==> src/rtl/writeback_arbiter_if.sv <==
// -----------------------------------------------------------------------------
// writeback_arbiter_if
// Bundles the register-file writeback traffic around writeback_arbiter.
//   pipe_wen/pipe_waddr/pipe_wdata : single-cycle pipeline writeback request
//   slow_valid/slow_waddr/slow_wdata: long-latency (load, mul/div) request
//   slow_ready                      : arbiter can take a slow request now
//   stall_pipe                      : pipeline must not issue a write now
//   rf_wen/rf_waddr/rf_wdata        : registered register-file write port
//   err_drop                        : sticky, a pipeline write was discarded
// Modports:
//   slave  : the arbiter side
//   master : the pipeline / slow-unit / register-file side
// -----------------------------------------------------------------------------
interface writeback_arbiter_if;
  logic        pipe_wen;
  logic [4:0]  pipe_waddr;
  logic [31:0] pipe_wdata;
  logic        slow_valid;
  logic [4:0]  slow_waddr;
  logic [31:0] slow_wdata;
  logic        slow_ready;
  logic        stall_pipe;
  logic        rf_wen;
  logic [4:0]  rf_waddr;
  logic [31:0] rf_wdata;
  logic        err_drop;

  modport slave (
    input  pipe_wen, pipe_waddr, pipe_wdata,
    input  slow_valid, slow_waddr, slow_wdata,
    output slow_ready, stall_pipe,
    output rf_wen, rf_waddr, rf_wdata, err_drop
  );

  modport master (
    output pipe_wen, pipe_waddr, pipe_wdata,
    output slow_valid, slow_waddr, slow_wdata,
    input  slow_ready, stall_pipe,
    input  rf_wen, rf_waddr, rf_wdata, err_drop
  );
endinterface

==> src/rtl/writeback_arbiter.sv <==
// -----------------------------------------------------------------------------
// writeback_arbiter
// Shares one register-file write port between the single-cycle pipeline and a
// long-latency source. Slow writes are buffered in a small in-order FIFO and
// normally fill idle pipeline slots; if the FIFO head waits STARVE_LIMIT
// cycles, stall_pipe pulses for one cycle and the head is forced through.
// Ports:
//   clk : sole clock, rising edge
//   rst : asynchronous, active-low reset
//   wb  : writeback_arbiter_if.slave (pipeline, slow source, rf port, err_drop)
// Parameters:
//   FIFO_DEPTH   : slow-write buffer entries (power of two, >= 2)
//   STARVE_LIMIT : cycles a buffered write may wait before stalling (1..15)
// -----------------------------------------------------------------------------
module writeback_arbiter #(
  parameter int FIFO_DEPTH   = 2,
  parameter int STARVE_LIMIT = 4
) (
  input  logic                clk,
  input  logic                rst,
  writeback_arbiter_if.slave  wb
);

  localparam int PTR_W = $clog2(FIFO_DEPTH);
  localparam int CNT_W = $clog2(FIFO_DEPTH + 1);

  // FIFO storage needs no reset: an entry is only read while count covers it.
  logic [4:0]       addr_mem [FIFO_DEPTH];
  logic [31:0]      data_mem [FIFO_DEPTH];

  logic [PTR_W-1:0] wr_ptr_reg, rd_ptr_reg;
  logic [CNT_W-1:0] count_reg, count_next;
  logic [3:0]       starve_reg, starve_next;
  logic             rf_wen_reg;
  logic [4:0]       rf_waddr_reg;
  logic [31:0]      rf_wdata_reg;
  logic             err_drop_reg;

  logic             fifo_empty;
  logic             stall;
  logic             pipe_valid;
  logic             grant_pipe;
  logic             grant_fifo;
  logic             drop;
  logic             push;
  logic             pop;

  assign fifo_empty = (count_reg == '0);
  assign stall      = (starve_reg == 4'(STARVE_LIMIT));

  // Writes to x0 are architecturally void: they never win the port.
  assign pipe_valid = wb.pipe_wen && (wb.pipe_waddr != 5'd0);

  // The starvation counter is cleared whenever the FIFO is empty, so a stall
  // always has a head entry to force through.
  assign grant_fifo = !fifo_empty && (stall || !pipe_valid);
  assign grant_pipe = pipe_valid && !stall;
  assign drop       = pipe_valid && stall;

  // No pass-through: a full buffer refuses even if it pops this cycle.
  assign wb.slow_ready = (count_reg < CNT_W'(FIFO_DEPTH));
  assign push          = wb.slow_valid && wb.slow_ready && (wb.slow_waddr != 5'd0);
  assign pop           = grant_fifo;

  always_comb begin
    count_next = count_reg;
    case ({push, pop})
      2'b10:   count_next = count_reg + CNT_W'(1);
      2'b01:   count_next = count_reg - CNT_W'(1);
      default: count_next = count_reg;
    endcase
  end

  always_comb begin
    starve_next = starve_reg;
    if (pop || fifo_empty) begin
      starve_next = 4'd0;
    end else if (starve_reg != 4'(STARVE_LIMIT)) begin
      starve_next = starve_reg + 4'd1;
    end
  end

  always_ff @(posedge clk) begin
    if (push) begin
      addr_mem[wr_ptr_reg] <= wb.slow_waddr;
      data_mem[wr_ptr_reg] <= wb.slow_wdata;
    end
  end

  always_ff @(posedge clk or negedge rst) begin
    if (!rst) begin
      wr_ptr_reg   <= '0;
      rd_ptr_reg   <= '0;
      count_reg    <= '0;
      starve_reg   <= 4'd0;
      rf_wen_reg   <= 1'b0;
      rf_waddr_reg <= 5'd0;
      rf_wdata_reg <= 32'd0;
      err_drop_reg <= 1'b0;
    end else begin
      // Power-of-two depth: pointer overflow is the modulo wrap.
      if (push) wr_ptr_reg <= wr_ptr_reg + PTR_W'(1);
      if (pop)  rd_ptr_reg <= rd_ptr_reg + PTR_W'(1);
      count_reg  <= count_next;
      starve_reg <= starve_next;

      rf_wen_reg <= grant_pipe || grant_fifo;
      if (grant_pipe) begin
        rf_waddr_reg <= wb.pipe_waddr;
        rf_wdata_reg <= wb.pipe_wdata;
      end else if (grant_fifo) begin
        rf_waddr_reg <= addr_mem[rd_ptr_reg];
        rf_wdata_reg <= data_mem[rd_ptr_reg];
      end

      if (drop) err_drop_reg <= 1'b1;
    end
  end

  assign wb.stall_pipe = stall;
  assign wb.rf_wen     = rf_wen_reg;
  assign wb.rf_waddr   = rf_waddr_reg;
  assign wb.rf_wdata   = rf_wdata_reg;
  assign wb.err_drop   = err_drop_reg;

endmodule

==> src/flat_wrapper.sv <==
// flat-port wrapper written by rule: the top's interface ports become plain ports
module writeback_arbiter_flat 
#(
  parameter int FIFO_DEPTH   = 2,
  parameter int STARVE_LIMIT = 4
)
  (clk, rst, wb_pipe_wen, wb_pipe_waddr, wb_pipe_wdata, wb_slow_valid, wb_slow_waddr, wb_slow_wdata, wb_slow_ready, wb_stall_pipe, wb_rf_wen, wb_rf_waddr, wb_rf_wdata, wb_err_drop);
  writeback_arbiter_if wb_i ();
  input  logic clk;
  input  logic rst;
  input wire logic [$bits(wb_i.pipe_wen)-1:0] wb_pipe_wen;
  input wire logic [$bits(wb_i.pipe_waddr)-1:0] wb_pipe_waddr;
  input wire logic [$bits(wb_i.pipe_wdata)-1:0] wb_pipe_wdata;
  input wire logic [$bits(wb_i.slow_valid)-1:0] wb_slow_valid;
  input wire logic [$bits(wb_i.slow_waddr)-1:0] wb_slow_waddr;
  input wire logic [$bits(wb_i.slow_wdata)-1:0] wb_slow_wdata;
  output wire logic [$bits(wb_i.slow_ready)-1:0] wb_slow_ready;
  output wire logic [$bits(wb_i.stall_pipe)-1:0] wb_stall_pipe;
  output wire logic [$bits(wb_i.rf_wen)-1:0] wb_rf_wen;
  output wire logic [$bits(wb_i.rf_waddr)-1:0] wb_rf_waddr;
  output wire logic [$bits(wb_i.rf_wdata)-1:0] wb_rf_wdata;
  output wire logic [$bits(wb_i.err_drop)-1:0] wb_err_drop;
  assign wb_i.pipe_wen = wb_pipe_wen;
  assign wb_i.pipe_waddr = wb_pipe_waddr;
  assign wb_i.pipe_wdata = wb_pipe_wdata;
  assign wb_i.slow_valid = wb_slow_valid;
  assign wb_i.slow_waddr = wb_slow_waddr;
  assign wb_i.slow_wdata = wb_slow_wdata;
  assign wb_slow_ready = wb_i.slow_ready;
  assign wb_stall_pipe = wb_i.stall_pipe;
  assign wb_rf_wen = wb_i.rf_wen;
  assign wb_rf_waddr = wb_i.rf_waddr;
  assign wb_rf_wdata = wb_i.rf_wdata;
  assign wb_err_drop = wb_i.err_drop;
  writeback_arbiter #(.FIFO_DEPTH(FIFO_DEPTH), .STARVE_LIMIT(STARVE_LIMIT)) u_core (.clk(clk), .rst(rst), .wb(wb_i));
endmodule
==> config.mk <==
export PLATFORM = sky130hd
export DESIGN_NAME = writeback_arbiter_flat
export DESIGN_NICKNAME = d
export VERILOG_FILES = /design/src/rtl/writeback_arbiter_if.sv /design/src/rtl/writeback_arbiter.sv /design/src/flat_wrapper.sv
export SDC_FILE = /design/constraint.sdc
export NUM_CORES = 1
export LEC_CHECK = 0
export CAP_MARGIN = 20
export CORE_UTILIZATION = 45
export DETAILED_ROUTE_END_ITERATION = 8
export PLACE_DENSITY_LB_ADDON = 0.08
export SETUP_SLACK_MARGIN = 0.4
export SLEW_MARGIN = 40
export SYNTH_ARGS = -nofsm -noshare
export SYNTH_HDL_FRONTEND = slang
export SYNTH_SLANG_ARGS = --single-unit
==> constraint.sdc <==
create_clock -name clk -period 2.97 [get_ports clk]
set_input_delay 0.594 -clock clk [delete_from_list [all_inputs] [get_ports clk]]
set_output_delay 0.594 -clock clk [all_outputs]
set_load 0.05 [all_outputs]
==> results of run 1 <==
power by group:
part           total, mW  internal (mW)  switching [mW]
Clock               1.82           1.15           0.675
Combinational       2.88           1.14            1.74
Sequential          2.63           2.28           0.355
Total               7.33           4.57            2.77
per-layer routing:
layer	up-vias	share of wire [%]
met1	1576	41
met3	15	4.9
met5	-	0
met2	94	52
met4	0	1.8
li1	1485	-
worst reg2reg max path, stage by stage (launching register included):
cell and delay (ps):
dfrtp_2 570, inv_1 200, o211ai_1 110, buf_4 170
nor2_4 480, buf_12 250
Yosys cell counts, types with 2 or more instances:
| cell | count | area (sq um) |
|---|---|---|
| o211ai_1 | 2 | 15.0 |
| edfxtp_1 | 74 | 2220 |
| nor2_1 | 5 | 18.8 |
| buf_6 | 4 | 45.0 |
| buf_2 | 4 | 20.0 |
| buf_1 | 3 | 11.3 |
| nor3_1 | 40 | 200 |
| clkbuf_1 | 10 | 37.5 |
| xnor2_1 | 5 | 43.8 |
| a21oi_1 | 37 | 185 |
| inv_1 | 5 | 18.8 |
| ha_1 | 3 | 37.5 |
| mux2_2 | 37 | 417 |
| nand2_1 | 2 | 7.51 |
| mux2i_1 | 37 | 370 |
| dfrtp_1 | 47 | 1180 |
what timing repair did:
action,CTS,global route
hold buffers,0,0
gates cloned,0,0
endpoints found under the setup margin,2,1
pin swaps,0,0
resized for setup,2,2
cells by family (layout without fill, tap and decap cells):
group	count (synthesis)	in the layout	share of synthesized area (%)
mux	74	74	15.9
xor+xnor	6	6	1.06
flops	121	121	68.8
compound gates	44	44	5.12
simple gates	54	54	5.60
buf+inv	26	164	2.69
fa+ha+maj	3	3	0.760
metrics by stage:
step | setup WS [ps] | std cells
after global routing | 492 | 602
after floorplan | 289 | 328
after global placement | 404 | 570
after CTS | 343 | 602
after detailed placement | 353 | 570
final | 559 | 602
layout make-up:
class	count	area (sq um)	area share, %
Sequential cell	121	3400	49.7
Multi-Input combinational cell	181	1420	20.8
Inverter	5	18.8	0.274
Tap cell	136	170	2.49
Clock buffer	24	460	6.73
Clock inverter	8	71.3	1.04
Timing Repair Buffer	127	1300	19.0
final timing paths:
| check | start | end | slack, ps | cells past startpoint |
|---|---|---|---|---|
| worst max register to register | u_core.count_reg[1] | u_core.data_mem[1][16] | 880 | 5 |
| max in group asynchronous | rst | u_core.wb.rf_wdata[6] | 2040 | 2 |
| min in group clk | u_core.wb.err_drop | u_core.wb.err_drop | 480 | 1 |
| worst min-delay path | rst | u_core.wb.err_drop | 140 | 1 |
| worst max-delay path | u_core.count_reg[1] | wb_slow_ready | 560 | 2 |
| worst min register to register | u_core.wb.err_drop | u_core.wb.err_drop | 480 | 1 |
cell usage in the layout, fill, tap and decap left out, drive strengths merged, types with 3 or more instances in the layout:
cell type / instances
a21oi: 37
buf: 10
clkbuf: 25
clkdlybuf4s50: 115
clkinv: 6
dfrtp: 47
edfxtp: 74
ha: 3
inv: 5
mux2: 37
mux2i: 37
nor2: 5
nor3: 40
o211ai: 3
xnor2: 5
==> results.cfg, run 1 <==
[synth]
synth.net_count = 409
syn_avg_cell_area_sq_um = 15.1
synth_edf_count = 74
synth_warnings = 0
ys_seq_area_share_pct = 68.8
synthArstFlopShare_pct = 38.8
yosys_most_used_dff = edfxtp_1
synth_seq_cells = 121
syn_inst = 328
syn_area_sq_um = 4940
synth.distinct_cells = 29

[route]
routed_wl_microns = 10800
ant_nets = 0
via_per_inst = 5.27
drt_iter0_markers = 92
vias = 3170
routedWlPerCell_microns = 17.9
drc = 0
first_pass_iters = 4

[timing]
skew_ps = 10.0
period_share_pct = 81.2
setup_viol = 0
max-slew-margin-rel_pct = 52.6
finalHoldViolations = 0
fmax_ghz = 0.415
tightest_slew_ps = 710
finalSetupTns_ps = 0
period_minus_slack_ps = 2410
slew_violations = 0
rsz0062_at_grt = no
holdWs_ps = 136

[floorplan]
core_region_area_sq_um = 10500
dieArea_sq_um = 11400
ios = 119
placementRows = 37
start_util_pct = 47.2
die_w_microns = 107
die_h_microns = 107

[layout]
syn_to_final_growth_pct = 38.7
num_antenna_cells = 0
utilization_pct = 65.4
largest_register_ff_count = 64
drive_above_1_share_pct = 17.8
finalNetCount = 534
fillers = 814
final_area_sq_um = 6850

[cts]
cts_sinks = 121
cts_root_buf = clkbuf_8
cts_tree = done
numCtsBuffers = 17
insertion_delay_ps = 510
cts_buffer_depth = 2
cts_setup_buffers = 0
cts_max_level = 4
clk_pin_slew_ps = 50

[global_routing]
grt_use_total_pct = 20.7
grt_pass1_vias = 3454
grt_pass1_wl_microns = 17300
grt-ovfl-total = 0
antenna_found_initial = 0
met3_usage_pct = 5.84
grt_busiest_layer = met2
met1_usage_pct = 24.3
grt_max_degree = 40
use_met2_pct = 35.6

[worst_setup_path]
worst-path-buf-inv = 2
cp_slowest_stage_delay_ps = 570
path_delay_family = buffers and inverters
critPathRequiredTime_ps = 2380
cpMaxStageDelayCell = dfrtp_2
crit_path_cell_trace = inv_1 > dlygate4sd2_1
critPathCaptureType = output pin
path_class = reg -> out
crit_fanout = 20
crit_arrival_ps = 1820
start_kind = flip-flop

[run_status]
outcome = completed

[worst_hold_path]
holdCritPathClass = in -> async

[power_and_ir_drop]
total_leakage_power_nw = 2.56
powerDensity_nw_per_um2 = 1070
ir_drop_uv = 643
finalPower_mw = 7.33

[run]
maxCapViolCount = 0

[placed_design]
place_area_sq_um = 6320
port_buffers = 118
hpwl_microns = 6910
globalplace.congestion = 0.709
Note: power is estimated with default switching activity, not from simulation.
==> run 2, diff against run 1 <==
--- a/config.mk
+++ b/config.mk
@@ -6,7 +6,7 @@
 export NUM_CORES = 1
 export LEC_CHECK = 0
 export CAP_MARGIN = 20
-export CORE_UTILIZATION = 45
+export CORE_UTILIZATION = 46
 export DETAILED_ROUTE_END_ITERATION = 8
 export PLACE_DENSITY_LB_ADDON = 0.08
 export SETUP_SLACK_MARGIN = 0.4
==> constraint.sdc (replaced) <==
create_clock -name clk -period 2.3 [get_ports clk]
set_input_delay 0.46 -clock clk [delete_from_list [all_inputs] [get_ports clk]]
set_output_delay 0.46 -clock clk [all_outputs]
set_load 0.05 [all_outputs]
==> run 2 against run 1 <==
Count of clock-buffer cells in the layout is the same; total power rose by 35%; largest power group unchanged; wire length increased by 3.0%; global-route usage increased by 0.46 points; non-clock buffer count increased by 21; highest routed layer unchanged.
==> results.cfg, run 2 (same netlist as run 1, synthesis figures left out) <==
[timing]
period_minus_slack_ps = 1970
holdWs_ps = 230
setup_viol = 0
rsz0062_at_grt = yes
tightest_slew_ps = 530
fmax_ghz = 0.507
slew_violations = 0
skew_ps = 11.3
finalHoldViolations = 0
max-slew-margin-rel_pct = 64.8
period_share_pct = 85.8

[worst_setup_path]
start_kind = flip-flop
critPathRequiredTime_ps = 1840
path_class = reg -> out
critPathCaptureType = output pin
crit_fanout = 4
crit_arrival_ps = 1510
cp_slowest_stage_delay_ps = 400
regToRegStartpoint = u_core.starve_reg[0]
startpoint = u_core.starve_reg[0]
cpMostUsedCell = inv_1
crit_path_cell_trace = inv_1 > ha_1 > nand3b_1 > inv_1 > buf_6
cpMaxStageDelayCell = dfrtp_1

[route]
routed_wl_microns = 11100
drt_iter0_markers = 125
vias = 3230
drc = 0
ant_nets = 0
routedWlPerCell_microns = 17.8
first_pass_iters = 4
via_per_inst = 5.18

[layout]
syn_to_final_growth_pct = 44.7
mostFrequentLayoutCells = 74 x edfxtp_1, 69 x clkdlybuf4s50_1, 44 x dfrtp_1
layout_commonest_cell = edfxtp_1
drive_above_1_share_pct = 23.2
finalNetCount = 555
largest_register_ff_count = 64
final_cells = 623
fillers = 756
num_antenna_cells = 0

[worst_hold_path]
holdCritPathClass = in -> reg
hp-start = wb_pipe_waddr[1]

[placed_design]
port_buffers = 118
hpwl_microns = 7080
placed_cells = 583
globalplace.congestion = 0.719

[global_routing]
grt_pass1_wl_microns = 17200
antenna_found_initial = 0
grt_max_degree = 40
grt-ovfl-total = 0
grt_use_total_pct = 21.1
grt_pass1_vias = 3325

[run]
maxCapViolCount = 0

[cts]
numCtsBuffers = 17
cts_max_level = 4
cts_sinks = 121
cts_root_buf = clkbuf_8
cts_tree = done
cts_buffer_depth = 2
clk_pin_slew_ps = 60
insertion_delay_ps = 520

[power_and_ir_drop]
seqPwrFrac_pct = 32.5
ir_drop_uv = 688
total_leakage_power_nw = 2.82
finalPower_mw = 9.93
switchingPower_mw = 3.65
clkPwrFrac_pct = 27.7
powerDensity_nw_per_um2 = 1390
intPower_mw = 6.28
p_comb_share_pct = 39.9
swShare_pct = 36.8

[floorplan]
dieArea_sq_um = 11200
die_w_microns = 106
die_h_microns = 106
core_region_area_sq_um = 10400
start_util_pct = 47.6
placementRows = 37
ios = 119

[run_status]
outcome = completed
[run 2: metal layers]
| metal | part of all wire, % | vias to the layer above | GRT usage, % | wire [microns] |
|---|---|---|---|---|
| li1 | - | 1525 | - | - |
| met3 | 4.3 | 12 | 6.12 | 474 |
| met5 | 0 | - | 0 | 0 |
| met4 | 1.3 | 0 | 7.54 | 141 |
| met2 | 51 | 102 | 35.2 | 5610 |
| met1 | 44 | 1591 | 26.4 | 4870 |
[run 2: through the flow]
stage / utilization, % / cell area (sq um) / setup TNS, ps / setup slack [ps]
global route: 68.9 / 7140 / 0 / 268
floorplan: - / 4970 / 0 / 178
CTS: 68.1 / 7060 / 0 / 274
finish: 68.9 / 7140 / 0 / 328
detailed placement: 62.1 / 6430 / -12370 / -208
global placement: 61.1 / 6330 / -25920 / -294
[run 2: power groups by stage]
stage | combinational (mW) | clock, mW | sequential (mW)
floorplan | 1.64 | 0 | 4.25
global placement | 3.84 | 0 | 3.25
detailed placement | 4.04 | 0 | 3.26
CTS | 3.89 | 2.79 | 3.22
global route | 4.20 | 2.89 | 3.28
finish | 3.96 | 2.75 | 3.22
[run 2: layout make-up]
cell class | count | area [sq um] | area share, %
Clock inverter | 8 | 140 | 1.96
Clock buffer | 24 | 480 | 6.73
Inverter | 5 | 22.5 | 0.315
Sequential cell | 121 | 3400 | 47.6
Multi-Input combinational cell | 181 | 1450 | 20.3
Tap cell | 136 | 170 | 2.38
Timing Repair Buffer | 148 | 1480 | 20.7
[run 2: final timing paths]
kind | end | slack [ps] | depth (start not counted)
min in group asynchronous | u_core.wb.rf_wdata[0] | 410 | 2
hold reg to reg | u_core.wb.err_drop | 500 | 1
hold / removal | u_core.wb.rf_waddr[1] | 230 | 2
setup / recovery | wb_stall_pipe | 330 | 5
setup reg to reg | u_core.count_reg[1] | 470 | 10
max in group asynchronous | u_core.wb.rf_waddr[2] | 1230 | 3
[run 2: worst max-delay path: cells and delay by family (launching register included)]
kind / cells / cell delay [ps]
buffers and inverters: 3 / 330
DFF: 1 / 400
adders and majority gates: 1 / 140
and+or+nand+nor: 1 / 130
[run 2: what timing repair did]
action | 4_1_cts | 5_1_grt
pin swaps | 4 | 8
hold endpoints to repair | 15 | 0
setup endpoints to repair | 98 | 83
hold buffers | 1 | 0
setup buffers | 5 | 2
resized for setup | 44 | 30
